`src/rtl/output_argmax.sv`:
```
// Argmax classifier: snapshots the output vector, scans one element per cycle, pulses the winner.
// Optional ARGMAX_THRESHOLD_EN registers above_threshold as (max_value >= THRESHOLD).
module output_argmax #(
   parameter int DATA_WIDTH = 32,
   parameter int NUM_INPUTS = 2,
   parameter logic signed [DATA_WIDTH-1:0] THRESHOLD = '0,
   localparam int IW = (NUM_INPUTS > 1) ? $clog2(NUM_INPUTS) : 1
) (
   input  logic                         clock,
   input  logic                         reset,
   input  logic                         inputs_ready,
   input  logic signed [DATA_WIDTH-1:0] inputs [NUM_INPUTS],
   output logic [IW-1:0]                class_index,
   output logic signed [DATA_WIDTH-1:0] max_value,
   output logic                         outputs_ready,
   output logic                         busy,
   output logic                         overrun,
   output logic                         above_threshold
);

   localparam logic [1:0] S_IDLE = 2'd0;
   localparam logic [1:0] S_SCAN = 2'd1;
   localparam logic [1:0] S_DONE = 2'd2;

   logic [1:0]                  state;
   logic signed [DATA_WIDTH-1:0] snapshot [NUM_INPUTS];
   logic [IW-1:0]               idx;
   logic signed [DATA_WIDTH-1:0] best_value;
   logic [IW-1:0]               best_index;

   logic signed [DATA_WIDTH-1:0] scan_value;
   logic [IW-1:0]               scan_index;
   logic                        scan_last;
   logic signed [DATA_WIDTH-1:0] result_value;
   logic                        result_above;

   // Strict '>' keeps the earlier (lower) index on ties.
   always_comb begin
      scan_value = best_value;
      scan_index = best_index;
      if (snapshot[idx] > best_value) begin
         scan_value = snapshot[idx];
         scan_index = idx;
      end
      scan_last    = (idx == IW'(NUM_INPUTS - 1));
      result_value = (state == S_SCAN) ? scan_value : inputs[0];
   end

`ifdef ARGMAX_THRESHOLD_EN
   assign result_above = (result_value >= THRESHOLD);
`else
   logic unused_threshold;
   assign unused_threshold = ^THRESHOLD;
   assign result_above     = 1'b1;
`endif

   always_ff @(posedge clock or posedge reset) begin
      if (reset) begin
         state           <= S_IDLE;
         idx             <= '0;
         best_value      <= '0;
         best_index      <= '0;
         class_index     <= '0;
         max_value       <= '0;
         outputs_ready   <= 1'b0;
         busy            <= 1'b0;
         overrun         <= 1'b0;
         above_threshold <= 1'b0;
         for (int i = 0; i < NUM_INPUTS; i++) snapshot[i] <= '0;
      end else begin
         outputs_ready <= 1'b0;
         case (state)
            S_SCAN: begin
               // A new vector arriving mid-scan is dropped; the snapshot stays intact.
               if (inputs_ready) overrun <= 1'b1;
               best_value <= scan_value;
               best_index <= scan_index;
               if (scan_last) begin
                  state           <= S_DONE;
                  busy            <= 1'b0;
                  outputs_ready   <= 1'b1;
                  class_index     <= scan_index;
                  max_value       <= scan_value;
                  above_threshold <= result_above;
               end else begin
                  idx <= idx + IW'(1);
               end
            end
            default: begin
               // IDLE and DONE both accept a new vector, giving back-to-back operation.
               if (inputs_ready) begin
                  snapshot   <= inputs;
                  best_value <= inputs[0];
                  best_index <= '0;
                  idx        <= (NUM_INPUTS > 1) ? IW'(1) : '0;
                  if (NUM_INPUTS > 1) begin
                     state <= S_SCAN;
                     busy  <= 1'b1;
                  end else begin
                     state           <= S_DONE;
                     outputs_ready   <= 1'b1;
                     class_index     <= '0;
                     max_value       <= result_value;
                     above_threshold <= result_above;
                  end
               end else begin
                  state <= S_IDLE;
               end
            end
         endcase
      end
   end

endmodule

```
`config.mk`:
```
export PLATFORM = sky130hd
export DESIGN_NAME = output_argmax
export DESIGN_NICKNAME = d
export VERILOG_FILES = /design/src/rtl/output_argmax.sv
export SDC_FILE = /design/constraint.sdc
export NUM_CORES = 1
export LEC_CHECK = 0
export ABC_AREA = 1
export BUFFER_PORTS_ARGS = -buffer_cell sky130_fd_sc_hd__buf_2
export CORE_ASPECT_RATIO = 0.75
export CORE_MARGIN = 2
export CORE_UTILIZATION = 58
export CTS_CLUSTER_DIAMETER = 50
export DETAILED_ROUTE_END_ITERATION = 10
export GPL_TIMING_DRIVEN = 1
export PLACE_DENSITY = 0.81
export SLEW_MARGIN = 15
export SYNTH_ARGS = -nofsm -noshare
export SYNTH_HDL_FRONTEND = slang
export SYNTH_SLANG_ARGS = --single-unit
```
`constraint.sdc`:
```
create_clock -name clock -period 6.55 [get_ports clock]
set_input_delay 1.31 -clock clock [delete_from_list [all_inputs] [get_ports clock]]
set_output_delay 1.31 -clock clock [all_outputs]
set_load 0.05 [all_outputs]
```
==> qor.csv <==
stage;metric;value;unit
route;vias;6281;
status;status;complete, no violations;
worst_setup_path;critPathMaxStageDelay;600;ps
timing;fin_worst_skew;8.13;ps
worst_setup_path;cp.arrival;4820;ps
cts;postCtsSetupBuffers;0;
yosys;syn_area;7130;µm²
yosys;ys_types;24;
floorplanning;row_count;35;
place;hpwl;11300;µm
cts;cts_tree;yes;
worst_setup_path;slowest_stage;nand3_4;
route;wire_per_inst;15.1;µm
global_route;grt_use_total;0.293;
cts;clk_pin_slew;60;ps
worst_setup_path;start_kind;register;
timing;period_minus_slack;4460;ps
cells_and_area;area_delta_synth_final;17.2;%
yosys;ys_ff_latch;137;
global_route;grt_first_pass_wirelength;30300;µm
worst_hold_path;hold_class;reg2reg;
yosys;synth_fp_nets;1026;
route;via_per_inst;5.27;
timing;hold_viol_final;0;
yosys;syn_avg_cell_area;7.69;µm²
global_route;grt_pass1_vias;6008;
place;globalplace.congestion;0.878;
floorplanning;die-area;13200;µm²
cts;clk_path_buf_depth;2;
worst_setup_path;path_buf_inv;4;
yosys;yosysSeqAreaShare;0.481;
floorplanning;design.core.area;12100;µm²
global_route;antenna_found_initial;0;
cts;hold_buffers;0;
cts;root_buffer;clkbuf_16;
worst_setup_path;path_cells;buf_4, inv_1, or2_2, o21ai_0, inv_1, ha_1, nand2_1, inv_1, nand2_1, nand2_1, nand2_1, nand2_1, nand2_1, nand2_1, nand2_1, nand2_1, nand2_2, nand3_4, nand2_1, nand3_1, nand2_1;
timing;rsz0062_at_grt;no;
flow_run;max-cap-violations;0;
worst_setup_path;worst-setup-path-type;reg2reg;
timing;setup_tns;0;ps
route;routed_wl;18100;µm
cells_and_area;layout.nets;1112;
route;drc;0;
worst_setup_path;worst-path-max-fanout;37;
cells_and_area;n_fill_cell;986;
route;antenna_left;0;
timing;worst_slew_pin_slew;1140;ps
worst_setup_path;critPathCaptureType;register;
worst_setup_path;crit_top_cell;nand2_1;
cells_and_area;regArea;3430;µm²
floorplanning;ios;104;
yosys;syn_inst;927;
timing;setup_viol_count_final;0;
cts;cts-resized-gates;0;
cells_and_area;num_antenna_cells;0;
yosys;yosysWarnings;0;
floorplanning;initial_utilization;0.587;
cts;cts_inserted_buffers;17;
timing;period_share;0.680;
floorplanning;fp.dieH;100;µm
global_route;gr-total-overflow;0;
cells_and_area;drive_gt1_frac;0.186;
timing;max_freq;224;MHz
route;drt_iter0_markers;673;
route;drtPass1Iterations;5;
cells_and_area;mostFrequentLayoutCell;nand2_1;
timing;slew_viol_final;0;
cts;htreeDepth;4;
cells_and_area;final_cell_mix;354 x nand2_1, 137 x dfrtp_1, 109 x inv_1, 103 x buf_2, 69 x o21ai_0;
worst_setup_path;crit_family;simple AND/OR/NAND/NOR gates;
cells_and_area;multi_input_area;3100;µm²
floorplanning;die_x;132;µm
global_route;grt_max_degree;81;
cts;cts_sinks;137;
place;io_buffers;103;
cts;worstSkewPairLatency;420;ps
worst_setup_path;critical_path_required;6910;ps
timing;slew_headroom;0.243;
path summary, 6_finish.rpt:
path                            startpoint         endpoint  slack, ps  depth (start not counted)
setup / recovery                       idx    max_value[23]       2090                         21
hold / removal             above_threshold  above_threshold        460                          1
setup reg to reg                       idx    max_value[23]       2090                         21
hold reg to reg            above_threshold  above_threshold        460                          1
max in group asynchronous            reset     snapshot[61]       4290                          3
min in group asynchronous            reset     snapshot[27]       1020                          2
stage by stage:
step | hold slack (ps) | std cells | setup WS, ps | area, µm² | utilization
final | 462 | 1192 | 2090 | 8350 | 0.689
after global routing | 481 | 1192 | 1600 | 8350 | 0.689
after CTS | 468 | 1192 | 2120 | 8350 | 0.689
after detailed placement | 454 | 1160 | 2190 | 7730 | 0.637
after global placement | 447 | 1160 | 2290 | 7730 | 0.637
after floorplan | 434 | 927 | 1570 | 7130 | -
registers in the layout (all words and copies together), names as in the netlist, 2 cells and up:
name        cells
snapshot       64
best_value     32
max_value      32
state           2
synthesized netlist by cell type:
library cell / n / share of area
a21o_1: 1 / 0.0011
a21oi_1: 13 / 0.0091
buf_1: 2 / 0.0011
buf_2: 11 / 0.0077
buf_4: 2 / 0.0021
buf_8: 1 / 0.0021
clkbuf_1: 28 / 0.015
dfrtp_1: 137 / 0.48
ha_1: 32 / 0.056
inv_1: 110 / 0.058
inv_2: 1 / 0.00053
nand2_1: 354 / 0.19
nand2_2: 7 / 0.0061
nand3_1: 68 / 0.048
nand3_2: 1 / 0.0014
nand3_4: 1 / 0.0025
nand4_1: 35 / 0.031
nor2_1: 18 / 0.0095
nor2_2: 1 / 0.00088
nor2_4: 1 / 0.0016
nor4_2: 1 / 0.0018
o21ai_0: 69 / 0.048
o21bai_1: 1 / 0.0011
or2_2: 32 / 0.028
final cells by class:
class	count	area share
Multi-Input combinational cell	635	0.371
Timing Repair Buffer	111	0.0689
Clock buffer	22	0.0580
Sequential cell	137	0.410
Tap cell	166	0.0249
Clock inverter	10	0.0168
Inverter	111	0.0505
routing by layer:
layer | track usage | up-vias | wire, µm
met4 | 0.105 | 0 | 270
met5 | 0 | - | 0
met2 | 0.443 | 275 | 7840
met3 | 0.0641 | 27 | 1520
met1 | 0.420 | 2890 | 8430
li1 | - | 3089 | -
cell families (layout without fill, tap and decap cells):
logic type,count (synthesis),count (layout),synth area share
AND/OR/NAND/NOR,519,519,0.317
flip-flops,137,137,0.481
adder cells (fa/ha/maj),32,32,0.0562
buffers and inverters,155,254,0.0862
AO/OA/AOI/OAI,84,84,0.0597
Power is left out: the tool's default activity adds up to more than one toggle a clock period on the data nets, which glitch-free logic cannot reach.
